==> config.mk <==
export PLATFORM = sky130hd
export DESIGN_NAME = pmp_dispatcher
export DESIGN_NICKNAME = d
export VERILOG_FILES = /design/src/rtl/pmp_dispatcher.sv
export SDC_FILE = /design/constraint.sdc
export NUM_CORES = 2
export LEC_CHECK = 0
export CAP_MARGIN = 5
export CORE_UTILIZATION = 55
export DETAILED_ROUTE_END_ITERATION = 6
export DONT_BUFFER_PORTS = 1
export GPL_TIMING_DRIVEN = 1
export PLACE_DENSITY = 0.73
export SETUP_SLACK_MARGIN = 0.2
export SLEW_MARGIN = 10
export SYNTH_ARGS = -nofsm -noshare
export SYNTH_HDL_FRONTEND = slang
export SYNTH_SLANG_ARGS = --single-unit
==> constraint.sdc <==
create_clock -name clk -period 3.4 [get_ports clk]
set_input_delay 0.34 -clock clk [delete_from_list [all_inputs] [get_ports clk]]
set_output_delay 0.34 -clock clk [all_outputs]
set_load 0.1 [all_outputs]
==> src/rtl/pmp_dispatcher.sv <==
// pmp_dispatcher: host-side feeder for the pattern-matching modules (PMM).
// Each module has its own request FIFO and a 3-state handshake FSM that
// drives the PMM data/control/valid inputs with a 4-phase valid/ready
// exchange. PMM accept pulses are collected into sticky match flags.
//
//   state     | meaning
//   ----------+--------------------------------------------------------
//   S_IDLE    | nothing presented; load the FIFO head when one exists
//   S_DRIVE   | DATA_VALID high, waiting for READY_STATUS or timeout
//   S_RELEASE | DATA_VALID low, waiting for the PMM to drop READY_STATUS
module pmp_dispatcher #(
    parameter int NO_MODULES     = 4,
    parameter int DATA_W         = 64,
    parameter int CTRL_W         = 16,
    parameter int FIFO_DEPTH     = 4,
    parameter int TIMEOUT_CYCLES = 255
) (
    input  logic                         clk,
    input  logic                         rst_n,
    input  logic                         IN_VALID,
    output logic                         IN_READY,
    input  logic [1:0]                   IN_MODULE,
    input  logic [DATA_W-1:0]            IN_DATA,
    input  logic [CTRL_W-1:0]            IN_CONTROL,
    output logic [NO_MODULES*DATA_W-1:0] PMM_DATA,
    output logic [NO_MODULES*CTRL_W-1:0] PMM_CONTROL,
    output logic [NO_MODULES-1:0]        PMM_DATA_VALID,
    input  logic [NO_MODULES-1:0]        PMM_READY_STATUS,
    input  logic [NO_MODULES-1:0]        PMM_ACCEPTED_STATUS,
    input  logic [NO_MODULES-1:0]        MATCH_CLEAR,
    output logic [NO_MODULES-1:0]        MATCH_STATUS,
    output logic [NO_MODULES-1:0]        TIMEOUT_ERR,
    output logic [NO_MODULES-1:0]        BUSY
);

    localparam int PTR_W   = $clog2(FIFO_DEPTH);
    localparam int CNT_W   = PTR_W + 1;
    localparam int TMR_RAW = $clog2(TIMEOUT_CYCLES + 1);
    localparam int TMR_W   = (TMR_RAW > 8) ? TMR_RAW : 8;
    localparam int ENT_W   = DATA_W + CTRL_W;

    typedef enum logic [1:0] {
        S_IDLE    = 2'd0,
        S_DRIVE   = 2'd1,
        S_RELEASE = 2'd2
    } state_t;

    logic [NO_MODULES-1:0] full;

    // Ready reflects the start-of-cycle occupancy only, so a pop never frees
    // a slot for a push in the same cycle.
    assign IN_READY = ~full[IN_MODULE];

    for (genvar i = 0; i < NO_MODULES; i++) begin : g_mod
        logic [ENT_W-1:0]  mem [FIFO_DEPTH];
        logic [PTR_W-1:0]  wr_ptr;
        logic [PTR_W-1:0]  rd_ptr;
        logic [CNT_W-1:0]  count;
        state_t            state;
        logic [TMR_W-1:0]  timer;
        logic [DATA_W-1:0] data_q;
        logic [CTRL_W-1:0] ctrl_q;
        logic              valid_q;
        logic              terr_q;
        logic              push;
        logic              pop;
        logic              expired;

        assign push    = IN_VALID && IN_READY && (IN_MODULE == 2'(i));
        assign expired = (timer >= TMR_W'(TIMEOUT_CYCLES));
        assign pop     = (state == S_DRIVE) && (PMM_READY_STATUS[i] || expired);
        assign full[i] = (count == CNT_W'(FIFO_DEPTH));

        // Request storage; contents are don't-care while the entry is empty.
        always_ff @(posedge clk) begin
            if (push) mem[wr_ptr] <= {IN_DATA, IN_CONTROL};
        end

        // FIFO pointers and occupancy count.
        always_ff @(posedge clk or negedge rst_n) begin
            if (!rst_n) begin
                wr_ptr <= '0;
                rd_ptr <= '0;
                count  <= '0;
            end else begin
                if (push) wr_ptr <= wr_ptr + 1'b1;
                if (pop)  rd_ptr <= rd_ptr + 1'b1;
                case ({push, pop})
                    2'b10:   count <= count + 1'b1;
                    2'b01:   count <= count - 1'b1;
                    default: count <= count;
                endcase
            end
        end

        // Handshake FSM with registered PMM outputs and timeout timer.
        always_ff @(posedge clk or negedge rst_n) begin
            if (!rst_n) begin
                state   <= S_IDLE;
                timer   <= '0;
                data_q  <= '0;
                ctrl_q  <= '0;
                valid_q <= 1'b0;
                terr_q  <= 1'b0;
            end else begin
                case (state)
                    S_IDLE: begin
                        if (count != '0) begin
                            data_q  <= mem[rd_ptr][ENT_W-1:CTRL_W];
                            ctrl_q  <= mem[rd_ptr][CTRL_W-1:0];
                            valid_q <= 1'b1;
                            timer   <= '0;
                            state   <= S_DRIVE;
                        end
                    end
                    S_DRIVE: begin
                        if (PMM_READY_STATUS[i]) begin
                            valid_q <= 1'b0;
                            state   <= S_RELEASE;
                        end else if (expired) begin
                            terr_q  <= 1'b1;
                            valid_q <= 1'b0;
                            state   <= S_RELEASE;
                        end else begin
                            timer <= timer + 1'b1;
                        end
                    end
                    S_RELEASE: begin
                        if (!PMM_READY_STATUS[i]) state <= S_IDLE;
                    end
                    default: begin
                        valid_q <= 1'b0;
                        state   <= S_IDLE;
                    end
                endcase
            end
        end

        assign PMM_DATA[i*DATA_W +: DATA_W]    = data_q;
        assign PMM_CONTROL[i*CTRL_W +: CTRL_W] = ctrl_q;
        assign PMM_DATA_VALID[i]               = valid_q;
        assign TIMEOUT_ERR[i]                  = terr_q;
        assign BUSY[i]                         = (count != '0) || (state != S_IDLE);
    end

    // Sticky match flags; a new accept pulse outranks a clear.
    always_ff @(posedge clk or negedge rst_n) begin
        if (!rst_n) MATCH_STATUS <= '0;
        else        MATCH_STATUS <= (MATCH_STATUS & ~MATCH_CLEAR) | PMM_ACCEPTED_STATUS;
    end

endmodule

**Word level (Yosys, flattened, before mapping)**

Memories as Yosys holds them, arrays and structs flattened. A register that Yosys moved wholly into a read port is not among the register bits.
Index checks and enable logic that the tools add are counted.

- Memories kept: 4
- Output and inout bits: 337
- Register bits after elaboration: 80
- Memory bits (writable): 1,280
- Input bits: 97

Memories:

| memory | depth | width | read ports | clocked after Yosys merged registers in | write ports | RTL line | RTL |
|---|---|---|---|---|---|---|---|
| g_mod[0].mem | 4 | 80 | 1 | 1 | 1 | 55 | `logic [ENT_W-1:0] mem [FIFO_DEPTH];` |
| g_mod[1].mem | 4 | 80 | 1 | 1 | 1 | 55 |  |
| g_mod[2].mem | 4 | 80 | 1 | 1 | 1 | 55 |  |
| g_mod[3].mem | 4 | 80 | 1 | 1 | 1 | 55 |  |

- Mux-type cells: 66
- Magnitude comparators: 5
- Equality and inequality tests: 43
- Bitwise gates (word level): 12
- Reduce and logical (&&, ||, !) cells: 62
- Add/subtract/negate cells: 20

Operators by type and width:

| cell | number |
|---|---|
| $mux W8 | 12 |
| $pmux W8 S2 | 4 |
| $reduce_and A3 Y1 | 12 |
| $add A8 B1 Y8 const B | 4 |
| $ge A8 B8 Y1 const B | 4 |
| $mux W2 | 16 |
| $ne A2 B2 Y1 const B | 16 |
| $pmux W2 S3 | 4 |
| $pmux W3 S2 | 4 |
| $reduce_bool A2 Y1 | 12 |
| $mux W1 | 21 |
| $eq A2 B2 Y1 const B | 10 |
| $eq A2 B1 Y1 const B | 9 |
| $add A2 B1 Y2 const B | 8 |
| $reduce_and A4 Y1 | 4 |
| $add A3 B1 Y3 const B | 4 |
| $eq A3 B3 Y1 const B | 4 |
| $ne A3 B3 Y1 const B | 4 |
| $pmux W1 S3 | 4 |
| $reduce_bool A3 Y1 | 4 |
| $sub A3 B1 Y3 const B | 4 |
| $logic_not A2 Y1 | 5 |
| $logic_and A1 B1 Y1 | 9 |
| $not A1 Y1 | 9 |
| 8 further kinds | 21 |

**Longest topological paths before layout**

- Depth in word-level cells: 8
- Gate-level depth with buffers: 11
- Depth with buffers taken out: 11

**Worst setup path before layout**

Ideal clock, no wire load.

- Path type: reg2reg
- Start point: reg g_mod[3].count[0]
- End point: mem g_mod[3].mem[0][0] in the netlist's numbering (enable)
- Setup slack: 0.122 ns
- Arrival time: 2.830 ns
- Cell stages (with the launch flop): 6
- Data required time: 2.953 ns
- Period minus slack after synthesis: 3.278 ns
- Path through: dfrtp_1 inv_1 nand3_1 and4_1 clkbuf_1 and2_1

- Word-level cells in the longest chain between the ends: 8

RTL lines:

| what | RTL line | RTL |
|---|---|---|
| from (decl) | 58 | `logic [CNT_W-1:0] count;` |
| from (signal assigned) | 89 | `2'b10: count <= count + 1'b1;` |
| from (signal assigned) | 90 | `2'b01: count <= count - 1'b1;` |
| from (signal assigned) | 91 | `default: count <= count;` |
| $eq A3 B3 Y1 | 72 | `assign full[i] = (count == CNT_W'(FIFO_DEPTH));` |
| $bmux W1 S2 | 52 | `assign IN_READY = ~full[IN_MODULE];` |
| $mux W1 (not written as such) | 52 |  |
| $not A1 Y1 | 52 |  |
| $logic_and A1 B1 Y1 (2 in series) | 69 | `assign push = IN_VALID && IN_READY && (IN_MODULE == 2'(i));` |
| $mux W1 | 76 | `if (push) mem[wr_ptr] <= {IN_DATA, IN_CONTROL};` |
| $mux W1 (not written as such) | 76 |  |
| to (decl) | 55 |  |

No other way between the ends. The select of a mux whose other input is x is not followed.

**Worst setup path in the final report**

- Start point: reg g_mod[0].count[0]
- End point: out BUSY[0]

- Word-level cells in the longest chain between the ends: 2

RTL lines:

| what | RTL line | RTL |
|---|---|---|
| from (decl) | 58 |  |
| from (signal assigned) | 89 |  |
| from (signal assigned) | 90 |  |
| from (signal assigned) | 91 |  |
| $reduce_bool A3 Y1 | 143 | `assign BUSY[i] = (count != '0) \|\| (state != S_IDLE);` |
| $logic_or A1 B1 Y1 | 143 |  |
| to (decl) | 33 | `output logic [NO_MODULES-1:0] BUSY` |

No other way between the ends.

==> metrics.md <==
| Metric | Value |
|---|---|
| Period utilization | 0.771 |
| GRT Overall Usage | 0.249 |
| Average vias per placed instance | approximately 6.1 |
| Root Driver | clkbuf_16 |
| R2r setup slk | 0.89 ns |
| Number of remaining DRC errors | 0 |
| Grt total ovfl | 0 |
| CP max-delay cell | nand2_1 |
| CP Buf/Inv Count | 0 |
| Syn nets | between 2000 and 3000 |
| Max-cap violation count | 0 |
| Die height | between 300 and 400 µm |
| WL/cell | around 30 µm |
| Mux contribution to synthesized area | 0.177 |
| Nets | about 3100 |
| Largest net degree at the start of global routing | ~400 |
| Post-DRT Antenna Nets | 0 |
| Setup violations, final | 0 |
| Most common cell in the synthesized netlist | edfxtp_1 |
| Post-synth EDFFs | between 1000 and 1500 |
| CTS Sinks | about 1700 |
| Vias in the first global route | ~30000 |
| Tmin final | roughly 2.6 ns |
| Critical Path Sink Type | output pin |
| Post-synthesis simple-gate area fraction | 0.0139 |
| Relative slew slack | 0.238 |
| Async SR Flop Fraction | 0.238 |
| Synth Area in XOR/XNOR | 0.00338 |
| Sequential area share after synthesis | 0.780 |
| Htree depth | 4 |
| Core area | ~0.11 mm² |
| DRT iter0 DRCs | between 2000 and 2500 |
| Final WL | roughly 140000 µm |
| Worst setup SP type | register |
| Worst R2R Path Depth | 11 |
| Synthesized area | roughly 0.062 mm² |
| Final Hold Vio Count | 400 |
| Clk_lat worst skew | ~0.76 ns |
| Critical Path RT | ~3 ns |
| CTS tree | done |
| Starting Density | 0.558 |
| Area leader, netlist | edfxtp_1 |
| RSZ-0062 raised after global routing | no |
| Distinct cells, synth | 50 |
| Worst path cell trace | nor3_1, nand2_1 |
| First-pass GRT wire length | around 200000 µm |
| Worst-Margin Slew | ~1.1 ns |
| Highest clock rate | ~380 MHz |
| Slew Viols, Final | 0 |
| Compound-Gate Fraction of Synth Area | 0.00840 |
| End of the worst register-to-register path | g_mod[2].count[2] |
| Synthesized flop and latch total | roughly 1700 |
| Status | complete, but fails checks |
| Hold-fix buffers, CTS | 94 |
| Rows | roughly 120 |
| Setup Total Neg Slack | 0 ns |
| Boundary pin count | roughly 430 |
| Failing checks | negative hold slack |
| Largest family of logic cells by synthesized area | multiplexers |
| CTS clk-pin slew, worst paths | about 0.070 ns |
| Die width | between 300 and 400 µm |
| Reg-to-reg startpoint | g_mod[2].timer[0] |
| DRT Pass-1 Iters | 6 |
| Synth top area share | 0.619 |
| Hold/Removal Path Class | in -> async |
| Layout cell share with drive strength beyond 1 | 0.320 |
| Setup CP Type | reg -> out |
| RD Place Congestion | roughly 0.8 |
| Die footprint | approximately 0.11 mm² |
| Syn Area/Cell | ~22 µm² |
| Layout Skew | 0.0285 ns |
| TritonCTS buffer count | ~170 |
| Hold_ws | -0.719 ns |
| Clk buf depth | 3 |
| Yosys warning count | 0 |
| Initial antenna violation count | 10 |
| CP Max Fanout | 3 |
| Crit path largest cell delay | 0.71 ns |
| Post-synthesis adder-cell area fraction | 0.00612 |
| Post-DP HPWL | around 84000 µm |
| Post-CTS sizing | 0 |
| Post-CTS Repair Setup Buffers | 0 |
| Area growth syn-to-layout | 14.3% |
| Vias | 28386 |
| Worst EP arrival | between 2 and 2.5 ns |
| Critical path's top delay family | simple AND/OR/NAND/NOR gates |
| Port Buffers | 0 |
| Commonest cells in the synthesized netlist | edfxtp_1 (1280), dfrtp_1 (400), mux2_2 (327) |
| Post-Synthesis Cells | around 2800 |
| Ys flop type | edfxtp_1 |
| Synth area leaders | edfxtp_1 (62%), dfrtp_1 (16%), mux4_2 (12%) |
[per-stage QoR]
stage          cells  worst slack [ns]  utilization  instance area (µm²)  hold WS [ns]
3_5_place_dp    4210             0.923        0.579                64500        0.0595
5_1_grt         4618             0.639        0.638                71000        -0.779
4_1_cts         4615             0.682        0.638                71000        -0.775
3_3_place_gp    4210             0.947        0.579                64500        0.0615
6_report        4622             0.779        0.638                71000        -0.719
2_1_floorplan   2777             0.241            -                62100        0.0444
[cell usage in the layout, fill, tap and decap left out, types with 10 or more instances in the layout]
cell type      Yosys  final
clkbuf_1          44     50
xnor2_1           11     11
clkinv_1           0     10
ha_1              24     24
and3_1            10     10
a21o_1            10     10
mux2_2           327    327
clkbuf_16          0    168
edfxtp_1        1280   1280
nand2_1           21     21
o21ai_0           13     13
buf_4              8     32
and2_4             0     16
inv_1             38     38
bufinv_16          0     12
nor3_1            19     17
a21oi_1           16     16
buf_12             0     37
dlygate4sd3_1      0     94
nand3_1           17     17
nor2_1            21     21
xor2_1            13     13
mux4_2           321    321
dfrtp_1          400    392
clkbuf_8           0     30
clkinv_2           0     25
[area by class of cell]
| type | instances | area [µm²] |
|---|---|---|
| timing repair buffer | 163 | 1920 |
| inverter | 38 | 143 |
| clock buffer | 248 | 4800 |
| fill | 7105 | 40300 |
| antenna | 7 | 17.5 |
| sequential | 1680 | 48500 |
| tap | 1488 | 1860 |
| multi-input combinational | 935 | 13000 |
| clock inverter | 63 | 761 |
[how the worst max path moves through the flow]
stage	startpoint	end	cells past startpoint
2_1_floorplan	g_mod[0].count[0]	g_mod[0].mem[0][0]	4
3_3_place_gp	g_mod[2].timer[0]	g_mod[2].count[2]	11
3_5_place_dp	g_mod[2].timer[0]	g_mod[2].count[2]	11
4_1_cts	g_mod[0].count[0]	BUSY[0]	2
5_1_grt	g_mod[0].count[0]	BUSY[0]	2
6_report	g_mod[0].count[0]	BUSY[0]	2
[cells by family after synthesis]
kind of cell,count (synthesis)
and+or+nand+nor,154
muxes,654
DFF,1680
adders and majority gates,28
AOI/OAI and AO/OA,75
xor gates and xnor gates,24
buffers and inverters,162
[state kept, by name (all words and copies together) (netlist names)]
| register | flops |
|---|---|
| g_mod.terr_q | 4 |
| g_mod.ctrl_q | 64 |
| g_mod.data_q | 256 |
| MATCH_STATUS | 4 |
| g_mod.count | 12 |
| g_mod.mem | 1280 |
| g_mod.rd_ptr | 8 |
| g_mod.wr_ptr | 8 |
| g_mod.valid_q | 4 |
| g_mod.timer | 32 |
| g_mod.state | 8 |
[per-layer routing]
layer / up-vias / global-route usage / wire [µm]
li1: 11691 / - / -
met1: 15396 / 0.328 / 54600
met2: 1072 / 0.411 / 70000
met3: 219 / 0.0655 / 10900
met4: 8 / 0.0732 / 3360
met5: - / 0 / 56
Power is not shown: default switching activity piles up to over one toggle a cycle in this logic, so the estimate is an artifact.
